## src/rtl/fetch_pkg.sv

```systemverilog
// fetch_pkg: shared types and constants for the instruction fetch stage
package fetch_pkg;
   typedef enum logic [1:0] {S_IDLE, S_REQ, S_WAIT, S_DROP} fetch_state_t;
   localparam logic [31:0] NOP_INSTR   = 32'h0000_0013;
   localparam logic [31:0] PC_STEP_DEF = 32'd4;
endpackage

```

## src/rtl/adder_32.sv

```systemverilog
// adder_32: modulo-2^WIDTH adder used as the PC incrementer
module adder_32 #(
   parameter int WIDTH = 32
) (
   input  logic [WIDTH-1:0] a_i,
   input  logic [WIDTH-1:0] b_i,
   output logic [WIDTH-1:0] sum_o
);
   assign sum_o = a_i + b_i;
endmodule

```

## src/rtl/fetch_stage.sv

```systemverilog
// fetch_stage: owns the PC, issues one imem request at a time, presents instructions to decode
module fetch_stage
   import fetch_pkg::*;
#(
   parameter int               WIDTH    = 32,
   parameter logic [WIDTH-1:0] RESET_PC = '0,
   parameter logic [WIDTH-1:0] PC_STEP  = WIDTH'(PC_STEP_DEF)
) (
   input  logic             clk,
   input  logic             rst_n,
   output logic             imem_req_valid,
   input  logic             imem_req_ready,
   output logic [WIDTH-1:0] imem_addr,
   input  logic             imem_rsp_valid,
   input  logic [31:0]      imem_rsp_data,
   input  logic             redirect_valid,
   input  logic [WIDTH-1:0] redirect_pc,
   output logic             out_valid,
   input  logic             out_ready,
   output logic [WIDTH-1:0] out_pc,
   output logic [WIDTH-1:0] out_pc_plus4,
   output logic [31:0]      out_instr
);
   fetch_state_t     state_q, state_d;
   logic [WIDTH-1:0] pc_q, pc_d, req_pc_q, req_pc_d, pc_inc, req_pc_inc;
   logic [WIDTH-1:0] out_pc_q, out_pc_d, out_pc_plus4_q, out_pc_plus4_d;
   logic [31:0]      out_instr_q, out_instr_d;
   logic             out_valid_q, out_valid_d, req_hs;

   adder_32 #(.WIDTH(WIDTH)) u_pc_inc  (.a_i(pc_q),     .b_i(PC_STEP), .sum_o(pc_inc));
   adder_32 #(.WIDTH(WIDTH)) u_req_inc (.a_i(req_pc_q), .b_i(PC_STEP), .sum_o(req_pc_inc));

   assign imem_req_valid = (state_q == S_REQ) && (!out_valid_q || out_ready);
   assign imem_addr      = pc_q;
   assign req_hs         = imem_req_valid && imem_req_ready;
   assign out_valid      = out_valid_q;
   assign out_pc         = out_pc_q;
   assign out_pc_plus4   = out_pc_plus4_q;
   assign out_instr      = out_instr_q;

   // Next-state logic; a redirect overrides everything else and kills the output slot
   always_comb begin
      state_d        = state_q;
      pc_d           = pc_q;
      req_pc_d       = req_pc_q;
      out_valid_d    = out_valid_q && !out_ready;
      out_pc_d       = out_pc_q;
      out_pc_plus4_d = out_pc_plus4_q;
      out_instr_d    = out_instr_q;
      case (state_q)
         S_IDLE: state_d = S_REQ;
         S_REQ: if (req_hs) begin
            state_d  = S_WAIT;
            req_pc_d = pc_q;
            pc_d     = pc_inc;
         end
         S_WAIT: if (imem_rsp_valid && !redirect_valid) begin
            state_d        = S_REQ;
            out_valid_d    = 1'b1;
            out_pc_d       = req_pc_q;
            out_pc_plus4_d = req_pc_inc;
            out_instr_d    = imem_rsp_data;
         end
         S_DROP: if (imem_rsp_valid) state_d = S_REQ;
         default: state_d = S_IDLE;
      endcase
      if (redirect_valid) begin
         pc_d        = redirect_pc & ~WIDTH'(3);
         out_valid_d = 1'b0;
         // A response landing with the redirect is the one being killed, so no drop is owed for it
         state_d     = (req_hs || ((state_q == S_WAIT || state_q == S_DROP) && !imem_rsp_valid))
                       ? S_DROP : S_REQ;
      end
   end

   // State, PC and output registers with asynchronous reset
   always_ff @(posedge clk or negedge rst_n) begin
      if (!rst_n) begin
         state_q        <= S_IDLE;
         pc_q           <= RESET_PC;
         req_pc_q       <= '0;
         out_valid_q    <= 1'b0;
         out_pc_q       <= '0;
         out_pc_plus4_q <= '0;
         out_instr_q    <= '0;
      end else begin
         state_q        <= state_d;
         pc_q           <= pc_d;
         req_pc_q       <= req_pc_d;
         out_valid_q    <= out_valid_d;
         out_pc_q       <= out_pc_d;
         out_pc_plus4_q <= out_pc_plus4_d;
         out_instr_q    <= out_instr_d;
      end
   end
endmodule

```

## config.mk

```make
export PLATFORM = sky130hd
export DESIGN_NAME = fetch_stage
export DESIGN_NICKNAME = d
export VERILOG_FILES = /design/src/rtl/fetch_pkg.sv /design/src/rtl/adder_32.sv /design/src/rtl/fetch_stage.sv
export SDC_FILE = /design/constraint.sdc
export NUM_CORES = 1
export LEC_CHECK = 0
export CORE_AREA = 2 2 125 127
export DETAILED_ROUTE_END_ITERATION = 7
export DIE_AREA = 0 0 127 129
export PLACE_DENSITY = 0.79
export RECOVER_POWER = 50
export SYNTH_ARGS = -nofsm -noshare
export SYNTH_HDL_FRONTEND = slang
export SYNTH_SLANG_ARGS = --single-unit
```

## constraint.sdc

```tcl
create_clock -name clk -period 1.9 [get_ports clk]
set_input_delay 0.19 -clock clk [delete_from_list [all_inputs] [get_ports clk]]
set_output_delay 0.19 -clock clk [all_outputs]
set_load 0.02 [all_outputs]
```

==> flow_metrics.env <==
export IMPL_ys_seq_area_share_pct=55.0
export IMPL_async_flop_share_pct=100
export IMPL_drtIter0Drc=343
export IMPL_stdcell_count=1202
export IMPL_yosysTopAreaCellShare_pct=55.0
export IMPL_clk_path_buf_depth=2
export IMPL_via_count=6016
export IMPL_worst_pin_slew_ns=1.32
export IMPL_clk_pin_slew_ns=0.06
export IMPL_skew_ns=0.00582
export IMPL_wl_per_cell_um=14.8
export IMPL_synth_top_flop_cell="dfrtp_1"
export IMPL_r2r_setup_slack_ns=0.12
export IMPL_cts_sinks=155
export IMPL_drt_first_pass_iters=5
export IMPL_layout_nets=1074
export IMPL_drc=0
export IMPL_p_leak_nw=4.61
export IMPL_cp_required_ns=2.20
export IMPL_startpoint_type="flop"
export IMPL_yosysTopAreaCell="dfrtp_1"
export IMPL_drive_above_1_share_pct=9.27
export IMPL_synth_compound_area_share_pct=4.63
export IMPL_clk_latency_ns=0.42
export IMPL_fp_dieArea_sq_um=16400
export IMPL_final_common_cell="nand2_1"
export IMPL_relSlewSlack_pct=12.1
export IMPL_ant_nets=0
export IMPL_tns_ns=0
export IMPL_grt_max_degree=64
export IMPL_fin_crit_sh_pct=93.6
export IMPL_synth_mux_area_fraction_pct=0.301
export IMPL_slew_violations=0
export IMPL_htree_num_levels=4
export IMPL_worstHoldStart="redirect_valid"
export IMPL_seq_area_sq_um=3880
export IMPL_die_w_um=127
export IMPL_hold_path_end="imem_addr[31]"
export IMPL_setup_viol=0
export IMPL_yosys_area_share_simple_pct=29.1
export IMPL_status="finished, final reports clean"
export IMPL_synthXorXnorAreaFrac_pct=7.07
export IMPL_cp_startpoint="req_pc_q[3]"
export IMPL_netlist_area_sq_um=7060
export IMPL_pin_count=200
export IMPL_cts_root_buf="clkbuf_16"
export IMPL_fmax_ghz=0.562
export IMPL_reg2reg_from="req_pc_q[3]"
export IMPL_yosysWarningCount=0
export IMPL_critPathKind="reg2reg"
export IMPL_powerDensity_nw_per_um2=1280
export IMPL_hold_path_class="in2reg"
export IMPL_synth_cell_types=39
export IMPL_first_global_vias=5858
export IMPL_initial_core_util_pct=47.1
export IMPL_utilization_pct=66.0
export IMPL_dp_cells=1170
export IMPL_n_fill_cell=1233
export IMPL_rsz0062_at_grt="false"
export IMPL_rows=45
export IMPL_regToRegEndpoint="out_pc_plus4[20]"
export IMPL_synth_top_family_by_area="simple AND/OR/NAND/NOR gates"
export IMPL_avgSynthCellArea_sq_um=8.99
export IMPL_yosys_top_cells_area="dfrtp_1, nand2_1, xor2_1"
export IMPL_grt_pass1_wl_um=29300
export IMPL_grt_overflow_total=0
export IMPL_hold_depth=3
export IMPL_crit_fanout=6
export IMPL_area_growth_pct=40.0
export IMPL_antenna_found_initial=0
export IMPL_layout_common_cells="nand2_1, clkdlybuf4s50_1, dfrtp_1"
export IMPL_numCtsBuffers=17
export IMPL_grtUsageTotal_pct=22.6
export IMPL_place_congestion=0.830
export IMPL_core_sq_um=15000
export IMPL_synth_edf_count=0
export IMPL_wl_um=17800
export IMPL_hold_viol=0
export IMPL_synth_seq_cells=155
export IMPL_min_period_ns=1.78
export IMPL_arrival_ns=2.07
export IMPL_reg2reg_depth=6
export IMPL_synthAdderAreaFrac_pct=0.355
export IMPL_cp_end_kind="flop"
export IMPL_ir_drop_mv=0.646
export IMPL_cts_tree="yes"
export IMPL_hpwl_um=12900
export IMPL_diodes=0
export IMPL_io_buffer_count=191
export IMPL_multi_input_area_sq_um=2960
export IMPL_die_y_um=129
export IMPL_synthCells=785
export IMPL_detail_route_vias_per_cell=5.00
export IMPL_max_cap_violations=0
registers in the layout, indices dropped and copies added, names as in the netlist:
signal        cells
out_valid         1
out_pc_plus4     30
req_pc_q         30
state_q           2
out_instr        32
out_pc           30
imem_addr        30
routing by layer:
metal / share of wire [%] / routed length [um] / track usage, %
met2: 47 / 8440 / 37.1
met5: 0 / 0 / 0
met1: 45 / 8030 / 30.6
met4: 1.6 / 286 / 6.79
met3: 5.7 / 1010 / 4.78
stage by stage:
stage,area [sq um],hold slack [ns],setup WS (ns),total power [mW]
finish,9880,0.209,0.122,12.6
detailed placement,9410,0.180,0.133,9.72
global route,9880,0.202,0.000711,13.3
floorplan,7080,-0.106,0.131,7.20
CTS,9940,0.204,0.105,12.7
global placement,9410,0.181,0.148,9.57
power by group:
part	switching [mW]	internal, mW	leakage, nW
clock network	1.24	1.75	0.258
registers	0.761	4.31	2.00
logic	2.40	2.15	2.35
cell usage after synthesis (all sizes together), types with 9 or more instances:
cell type  instances
clkbuf            23
nor2              10
nand3             25
nor4               9
nand4             26
xnor2             17
nor3              10
buf               22
nand2            351
o21ai             63
dfrtp            155
and3              12
xor2              40
kinds of logic (layout without fill, tap and decap cells):
family / count (synthesis) / after routing
AOI/OAI and AO/OA: 64 / 64
buffers and inverters: 50 / 274
adders and majority gates: 2 / 2
and+or+nand+nor: 454 / 454
xor gates and xnor gates: 57 / 57
DFF: 155 / 155
other: 1 / 6
muxes: 2 / 2
worst max-delay path by stage:
stage                  endpoint  slack (ns)  depth (start not counted)
3_5_place_dp   out_pc_plus4[18]        0.13                          6
3_3_place_gp   out_pc_plus4[22]        0.15                          6
6_report       out_pc_plus4[20]        0.12                          6
4_1_cts            imem_addr[9]        0.11                          2
2_1_floorplan     imem_addr[23]        0.13                          5
5_1_grt        out_pc_plus4[27]      0.0007                          5
critical path, stage by stage (launching register included):
cell,delay (ns)
dfrtp_1,0.40
ha_1,0.22
and4_1,0.33
nand4_4,0.21
nor3_1,0.22
xnor2_1,0.18
o21ai_1,0.09
area by class of cell:
type                            instances  share of cell area (%)
Clock buffer                           23                    4.84
Clock inverter                          8                   0.456
Inverter                                5                   0.190
Multi-Input combinational cell        585                    30.0
Sequential cell                       155                    39.3
Tap cell                              188                    2.38
Timing Repair Buffer                  238                    22.9
timing repair:
| item | in CTS | in global routing |
|---|---|---|
| endpoints found under the hold margin | 48 | 0 |
| buffers inserted | 0 | 0 |
| setup endpoints to repair | 1 | 1 |
| hold buffers | 1 | 0 |
| gates resized for setup | 1 | 1 |
(Power assumes the default switching activity.)
